### src/rtl/img_stream_out.sv
// Reads the filtered frame from the image SRAM and streams it out in raster order through a 2-entry prefetch FIFO.
// Optional feature: define OUT_CHECKSUM_EN to build the running 16-bit checksum of accepted pixels.
module img_stream_out #(
    parameter int BASE_ADDR = 65536,
    parameter int IMG_W     = 256,
    parameter int IMG_H     = 256,
    parameter int AW        = 17
) (
    input  logic          clk,
    input  logic          reset,
    input  logic          start,
    output logic          busy,
    output logic          done,
    output logic          cs,
    output logic          we,
    output logic [AW-1:0] addr,
    input  logic [7:0]    dout,
    output logic          out_valid,
    input  logic          out_ready,
    output logic [7:0]    out_data,
    output logic          out_sof,
    output logic          out_eol,
    output logic [15:0]   checksum
);

    localparam int XW = $clog2(IMG_W + 1);
    localparam int YW = $clog2(IMG_H + 1);

    typedef enum logic [1:0] {IDLE, RUN, DRAIN} state_t;

    state_t          state;
    state_t          state_nxt;
    logic [XW-1:0]   rx;
    logic [YW-1:0]   ry;
    logic [AW-1:0]   roff;
    logic            inflight;
    logic [1:0]      tag_p1;
    logic [9:0]      fifo_mem [2];
    logic            rd_ptr;
    logic            wr_ptr;
    logic [1:0]      count;
    logic            push;
    logic            pop;
    logic            issue;
    logic            start_acc;
    logic            last_rd;
    logic            last_pop;
    logic            rx_last;
    logic            ry_last;

    assign start_acc = start && (state == IDLE);
    assign out_valid = (count != 2'd0);
    assign pop       = out_valid && out_ready;
    assign push      = inflight;

    // Slots freed by this cycle's pop are usable immediately, which is what sustains 1 pixel/clk.
    assign issue = (state == RUN) &&
                   ((int'(count) + int'(inflight) - int'(pop)) < 2);

    assign rx_last  = (rx == XW'(IMG_W - 1));
    assign ry_last  = (ry == YW'(IMG_H - 1));
    assign last_rd  = issue && rx_last && ry_last;
    assign last_pop = (state == DRAIN) && pop && (count == 2'd1) && !inflight;

    assign cs   = issue;
    assign we   = 1'b0;
    assign addr = issue ? (AW'(BASE_ADDR) + roff) : '0;
    assign busy = (state != IDLE);

    assign out_data = fifo_mem[rd_ptr][7:0];
    assign out_eol  = fifo_mem[rd_ptr][8];
    assign out_sof  = fifo_mem[rd_ptr][9];

    always_ff @(posedge clk or posedge reset) begin
        if (reset) state <= IDLE;
        else       state <= state_nxt;
    end

    always_comb begin
        state_nxt = state;
        case (state)
            IDLE:    if (start)    state_nxt = RUN;
            RUN:     if (last_rd)  state_nxt = DRAIN;
            DRAIN:   if (last_pop) state_nxt = IDLE;
            default: state_nxt = IDLE;
        endcase
    end

    // Read counters: raster position plus a linear offset so no multiplier is needed.
    always_ff @(posedge clk or posedge reset) begin
        if (reset) begin
            rx   <= '0;
            ry   <= '0;
            roff <= '0;
        end else if (start_acc) begin
            rx   <= '0;
            ry   <= '0;
            roff <= '0;
        end else if (issue) begin
            roff <= roff + AW'(1);
            if (rx_last) begin
                rx <= '0;
                ry <= ry + YW'(1);
            end else begin
                rx <= rx + XW'(1);
            end
        end
    end

    // Stage p1: read in flight; tags travel with it to the FIFO write.
    always_ff @(posedge clk or posedge reset) begin
        if (reset) begin
            inflight <= 1'b0;
            tag_p1   <= 2'b00;
            done     <= 1'b0;
        end else begin
            inflight <= issue;
            tag_p1   <= {issue && (rx == '0) && (ry == '0), issue && rx_last};
            done     <= last_pop;
        end
    end

    always_ff @(posedge clk or posedge reset) begin
        if (reset) begin
            for (int i = 0; i < 2; i++) fifo_mem[i] <= '0;
            rd_ptr <= 1'b0;
            wr_ptr <= 1'b0;
            count  <= 2'd0;
        end else begin
            if (push) begin
                fifo_mem[wr_ptr] <= {tag_p1, dout};
                wr_ptr           <= ~wr_ptr;
            end
            if (pop) rd_ptr <= ~rd_ptr;
            count <= count + {1'b0, push} - {1'b0, pop};
        end
    end

    property p_no_overflow;
        @(posedge clk) disable iff (reset) !(push && !pop && (count == 2'd2));
    endproperty
    assert property (p_no_overflow);

`ifdef OUT_CHECKSUM_EN
    logic [15:0] csum;

    always_ff @(posedge clk or posedge reset) begin
        if (reset)          csum <= 16'd0;
        else if (start_acc) csum <= 16'd0;
        else if (pop)       csum <= csum + {8'd0, out_data};
    end

    assign checksum = csum;
`else
    assign checksum = 16'd0;
`endif

endmodule

### config.mk
export PLATFORM = sky130hd
export DESIGN_NAME = img_stream_out
export DESIGN_NICKNAME = d
export VERILOG_FILES = /design/src/rtl/img_stream_out.sv
export SDC_FILE = /design/constraint.sdc
export NUM_CORES = 1
export LEC_CHECK = 0
export BUFFER_PORTS_ARGS = -buffer_cell sky130_fd_sc_hd__buf_2
export CAP_MARGIN = 10
export CELL_PAD_IN_SITES_DETAIL_PLACEMENT = 1
export CELL_PAD_IN_SITES_GLOBAL_PLACEMENT = 2
export CORE_UTILIZATION = 39
export CTS_CLUSTER_DIAMETER = 150
export DETAILED_ROUTE_END_ITERATION = 16
export HOLD_SLACK_MARGIN = 0.15
export PLACE_DENSITY = 0.95
export SETUP_SLACK_MARGIN = 0.02
export SYNTH_ARGS = -nofsm -noshare
export SYNTH_HDL_FRONTEND = slang
export SYNTH_SLANG_ARGS = --single-unit
### constraint.sdc
create_clock -name clk -period 4.5 [get_ports clk]
set_input_delay 0.675 -clock clk [delete_from_list [all_inputs] [get_ports clk]]
set_output_delay 0.675 -clock clk [all_outputs]
set_load 0.05 [all_outputs]
Word-level counts from Yosys, hierarchy flattened
Index checks and enable logic that the tools add are counted. Widths: inputs -> output; s select.

Register bits: 65. Output and inout bits: 48.

Add/sub/neg operators: 8. $lt $le $gt $ge: 4. Equal/unequal tests: 8. Muxes and demuxes: 19. Bitwise operators: 4. Reductions and logical operators: 21.

Operators by type and width (count): $mux 9 (6); $mux 17 (3); $mux 10 (4); $bwmux 20 (1); $add 9x1->9 const B (2); $eq 9x8->1 const B (2); $logic_not 9->1 (2); $add 17x1->17 const B (1); $add 17x17->17 const A (1); $logic_and 1x1->1 (11); $demux 10 s1 (1); $reduce_bool 2->1 (4); $mux 2 (3); $ne 2x2->1 const B (3); $pmux 2 s3 (1); $eq 2x1->1 const B (2); $ge 2x2->1 const B (2); $lt 4x3->1 const B (1); $not 1->2 (2); $sub 3x1->4 (1); $add 2x1->3 (1); $reduce_and 3->1 (1); $add 2x1->2 (1); $eq 2x2->1 const B (1); other kinds (6) (7).

Logic depth before layout (Yosys ltp)
Depth in word-level cells: 9. Depth in mapped cells: 11. Depth with buffers taken out: 10.

Worst setup path before layout
No wires, ideal clock.

Kind: input port to output port. Start point: in out_ready. End point: out addr[15]. Arrival time: 2819 ps. Data required time: 3825 ps. Setup slack: 1006 ps. Cell stages on the path: 9. Path buffers: 0. Path through: nand2_1 mux2i_1 ha_1 inv_1 fa_1 xnor2_2 a22o_1 nand2_1 nor2_1.

Word-level cells in the longest chain between the ends: 5.

Ends and longest elaborated chain: start: declaration (RTL line 19) `input logic out_ready,`; $logic_and 1x1->1 (RTL line 53) `assign pop = out_valid && out_ready;`; $sub 3x1->4 (RTL line 58) `((int'(count) + int'(inflight) - int'(pop)) < 2);`; $lt 4x3->1 (RTL line 58); $logic_and 1x1->1 (RTL line 57) `assign issue = (state == RUN) &&`; $mux 17 (RTL line 67) `assign addr = issue ? (AW'(BASE_ADDR) + roff) : '0;`; end: declaration (RTL line 16) `output logic [AW-1:0] addr,`.

Every way passes these cells.

Worst setup path in the final report
Start point: reg count[1]. End point: out cs.

Word-level cells in the longest chain between the ends: 5.

Ends and longest elaborated chain: start: declaration (RTL line 41) `logic [1:0] count;`; start signal: assignment (RTL line 135) `count <= count + {1'b0, push} - {1'b0, pop};`; parallel branches: the longest is 2 deep, another holds $add 2x1->3; $sub 3x1->4 * (RTL line 58); $lt 4x3->1 * (RTL line 58); $logic_and 1x1->1 * (RTL line 57); end: declaration (RTL line 14) `output logic cs,`.

Mark *: on every way between the ends.

==> flow_metrics.tcl <==
set metrics [dict create \
    drc_errors 0 \
    slew_headroom_pct 29.3 \
    numCtsBuffers 9 \
    syn_avg_cell_area_um2 10.4 \
    synth_cells 350 \
    wirelength_um 8400 \
    yosysMostFrequentCell "dfrtp_1" \
    synth-simple-area-share_pct 20.9 \
    grt_max_degree 38 \
    hold_violations 0 \
    synth_top_area_share_pct 44.6 \
    clkTransAtPathRegs_ns 0.08 \
    rsz0062_at_grt "false" \
    io_pins 60 \
    pre_cts_ws_ns 0.942 \
    fin_tns_setup_ns 0 \
    r2r_start "count[1]" \
    cts_hold_buf 0 \
    ff2ff_path_depth 9 \
    netlist_area_um2 3640 \
    worst_pin_slew_ns 1.06 \
    vias 2830 \
    crit_chain "nand2_1 -> mux2i_1 -> ha_1 -> inv_1 -> fa_1 -> xnor2_2 -> a22o_1 -> nand2_1 -> inv_2 -> buf_2" \
    setup_viol 0 \
    yosys_warnings 0 \
    cts_root_buf "clkbuf_8" \
    wl_per_cell_um 16.8 \
    skew_ns 0.00806 \
    antenna_found_initial 0 \
    endpoint_kind "output pin" \
    ir_drop_v 0.000376 \
    synth_area_leader_cell "dfrtp_1" \
    cts_setup_buffers 0 \
    avgViaCountPerCell 5.65 \
    drtPass1Iterations 4 \
    synth_top_flop_cell "dfrtp_1" \
    syn2layout_area_growth_pct 11.0 \
    cts_max_level 3 \
    grt_pass1_wl_um 14200 \
    design_area_um2 4040 \
    core-area_um2 8890 \
    cts_tree "built" \
    synth_top_family_by_area "simple AND/OR/NAND/NOR gates" \
    synth_edf_count 0 \
    timing.rr.end "roff[15]" \
    dpl_cell_area_um2 3850 \
    clk_path_buf_depth 2 \
    fmax_ghz 0.271 \
    outcome "complete, no violations" \
    synthAdderAreaFrac_pct 3.64 \
    critPathRequiredTime_ns 3.83 \
    hold_class "input port to asynchronous set/reset pin" \
    dp_hpwl_um 5720 \
    fin_nets 410 \
    p_leak_nw 1.91 \
    fin_ws_ns 0.816 \
    ant_nets 0 \
    crit_top_cell "nand2_1" \
    cts_num_sinks 65 \
    synth_cell_type_count 56 \
    die_area_um2 9740 \
    synth-xor-area-share_pct 0.927 \
    place_congestion 0.784 \
    path_max_fanout 8 \
    num-fill-cells 1028 \
    synth_compound_area_share_pct 8.38 \
    n_antenna_cell 0 \
    r2r_slack_ns 1.46 \
    finalCritPeriodShare_pct 81.9 \
    clkLatencyLatePin_ns 0.35 \
    die_w_um 98.7 \
    postLayoutCoreUtil_pct 45.5 \
    io_buffer_count 42 \
    synth_area_leaders "dfrtp_1, mux2_1, mux2i_1" \
    path_buf_inv 3 \
    cap_violations 0 \
    drt_iter0_drc 134 \
    ys_top_cells_by_count "dfrtp_1, nand2_1, mux2_1" \
    crit_arrival_ns 3.01 \
    cts_resized 0 \
    overflow 0 \
    drive_above_1_share_pct 20.4 \
    fp.dieH_um 98.7 \
    drv_slew 0 \
    crit_path_start_kind "flip-flop" \
    grt_pass1_vias 2894 \
    cp_top_family "adder cells" \
    whs_ns 0.448 \
    post-route-min-period_ns 3.68 \
    muxShareOfSynthArea_pct 13.4 \
    start_util_pct 41.0 \
    async_flop_share_pct 100 \
    grt_util_all_layers_pct 18.6 \
    slowest_stage "dfrtp_1" \
    max_stage_delay_ns 0.51 \
    seq_area_frac_synth_pct 44.6 \
    rows 34 \
    power_density_nw_per_um2 700 \
    worstSetupPathType "flip-flop to output pin" \
    synth-seq-cells 65 \
]
==> report_power, final <==
part	total [mW]	switching, mW	internal (mW)
sequential	0.906	0.158	0.748
clock	0.504	0.235	0.269
combinational	1.42	1.02	0.403
total	2.83	1.41	1.42
==> cell families (layout without fill, tap and decap cells) <==
group,after synthesis,after routing
other,1,17
AOI/OAI and AO/OA,42,42
DFF,65,65
adders and majority gates,10,10
muxes,45,45
buffers and inverters,50,77
xor gates and xnor gates,3,3
and+or+nand+nor,134,134
==> layout make-up <==
type	instances	area [um2]	share of cell area (%)
multi-input combinational	251	1790	44.2
sequential	65	1630	40.2
inverter	15	57.6	1.42
timing repair buffer	46	240	5.94
clock inverter	5	55.1	1.36
tap	108	135	3.34
clock buffer	11	141	3.50
==> stage by stage <==
| step | cells | total power, mW |
|---|---|---|
| final | 501 | 2.83 |
| after global routing | 501 | 3.00 |
| after CTS | 501 | 2.86 |
| after detailed placement | 485 | 2.34 |
| after global placement | 485 | 2.28 |
| after floorplan | 366 | 2.05 |
==> layout by cell type (no fill, tap or decap), types with 11 or more instances in the layout <==
cell type,synthesis,layout
dfrtp_1,65,65
buf_2,3,42
nand2_1,27,27
mux2_1,21,21
conb_1,1,17
and3_1,15,15
nand3_1,14,14
o31ai_1,14,14
mux2i_1,14,14
nor2_1,13,13
inv_1,13,12
nor4_1,12,12
nand2b_1,11,11
a21oi_1,11,11
==> sequential cells by signal, summed over array words and instances (netlist names), 2 cells and up <==
name / count
count: 2
fifo_mem: 20
roff: 17
rx: 9
ry: 9
state: 2
tag_p1: 2
==> worst max-delay path by stage <==
| stage | from | end | depth (start not counted) |
|---|---|---|---|
| floorplan | out_ready | addr[15] | 9 |
| global placement | out_ready | cs | 11 |
| detailed placement | out_ready | cs | 11 |
| CTS | count[1] | cs | 10 |
| global route | count[1] | cs | 10 |
| finish | count[1] | cs | 10 |
==> per-layer routing <==
| layer | routed length [um] | global-route usage [%] | up-vias |
|---|---|---|---|
| met5 | 0 | 0 | - |
| met4 | 119 | 7.23 | 0 |
| met3 | 269 | 3.62 | 11 |
| met2 | 4140 | 31.4 | 55 |
| met1 | 3870 | 23.5 | 1448 |
| li1 | - | - | 1316 |
Power figures use the tool's default switching activity.
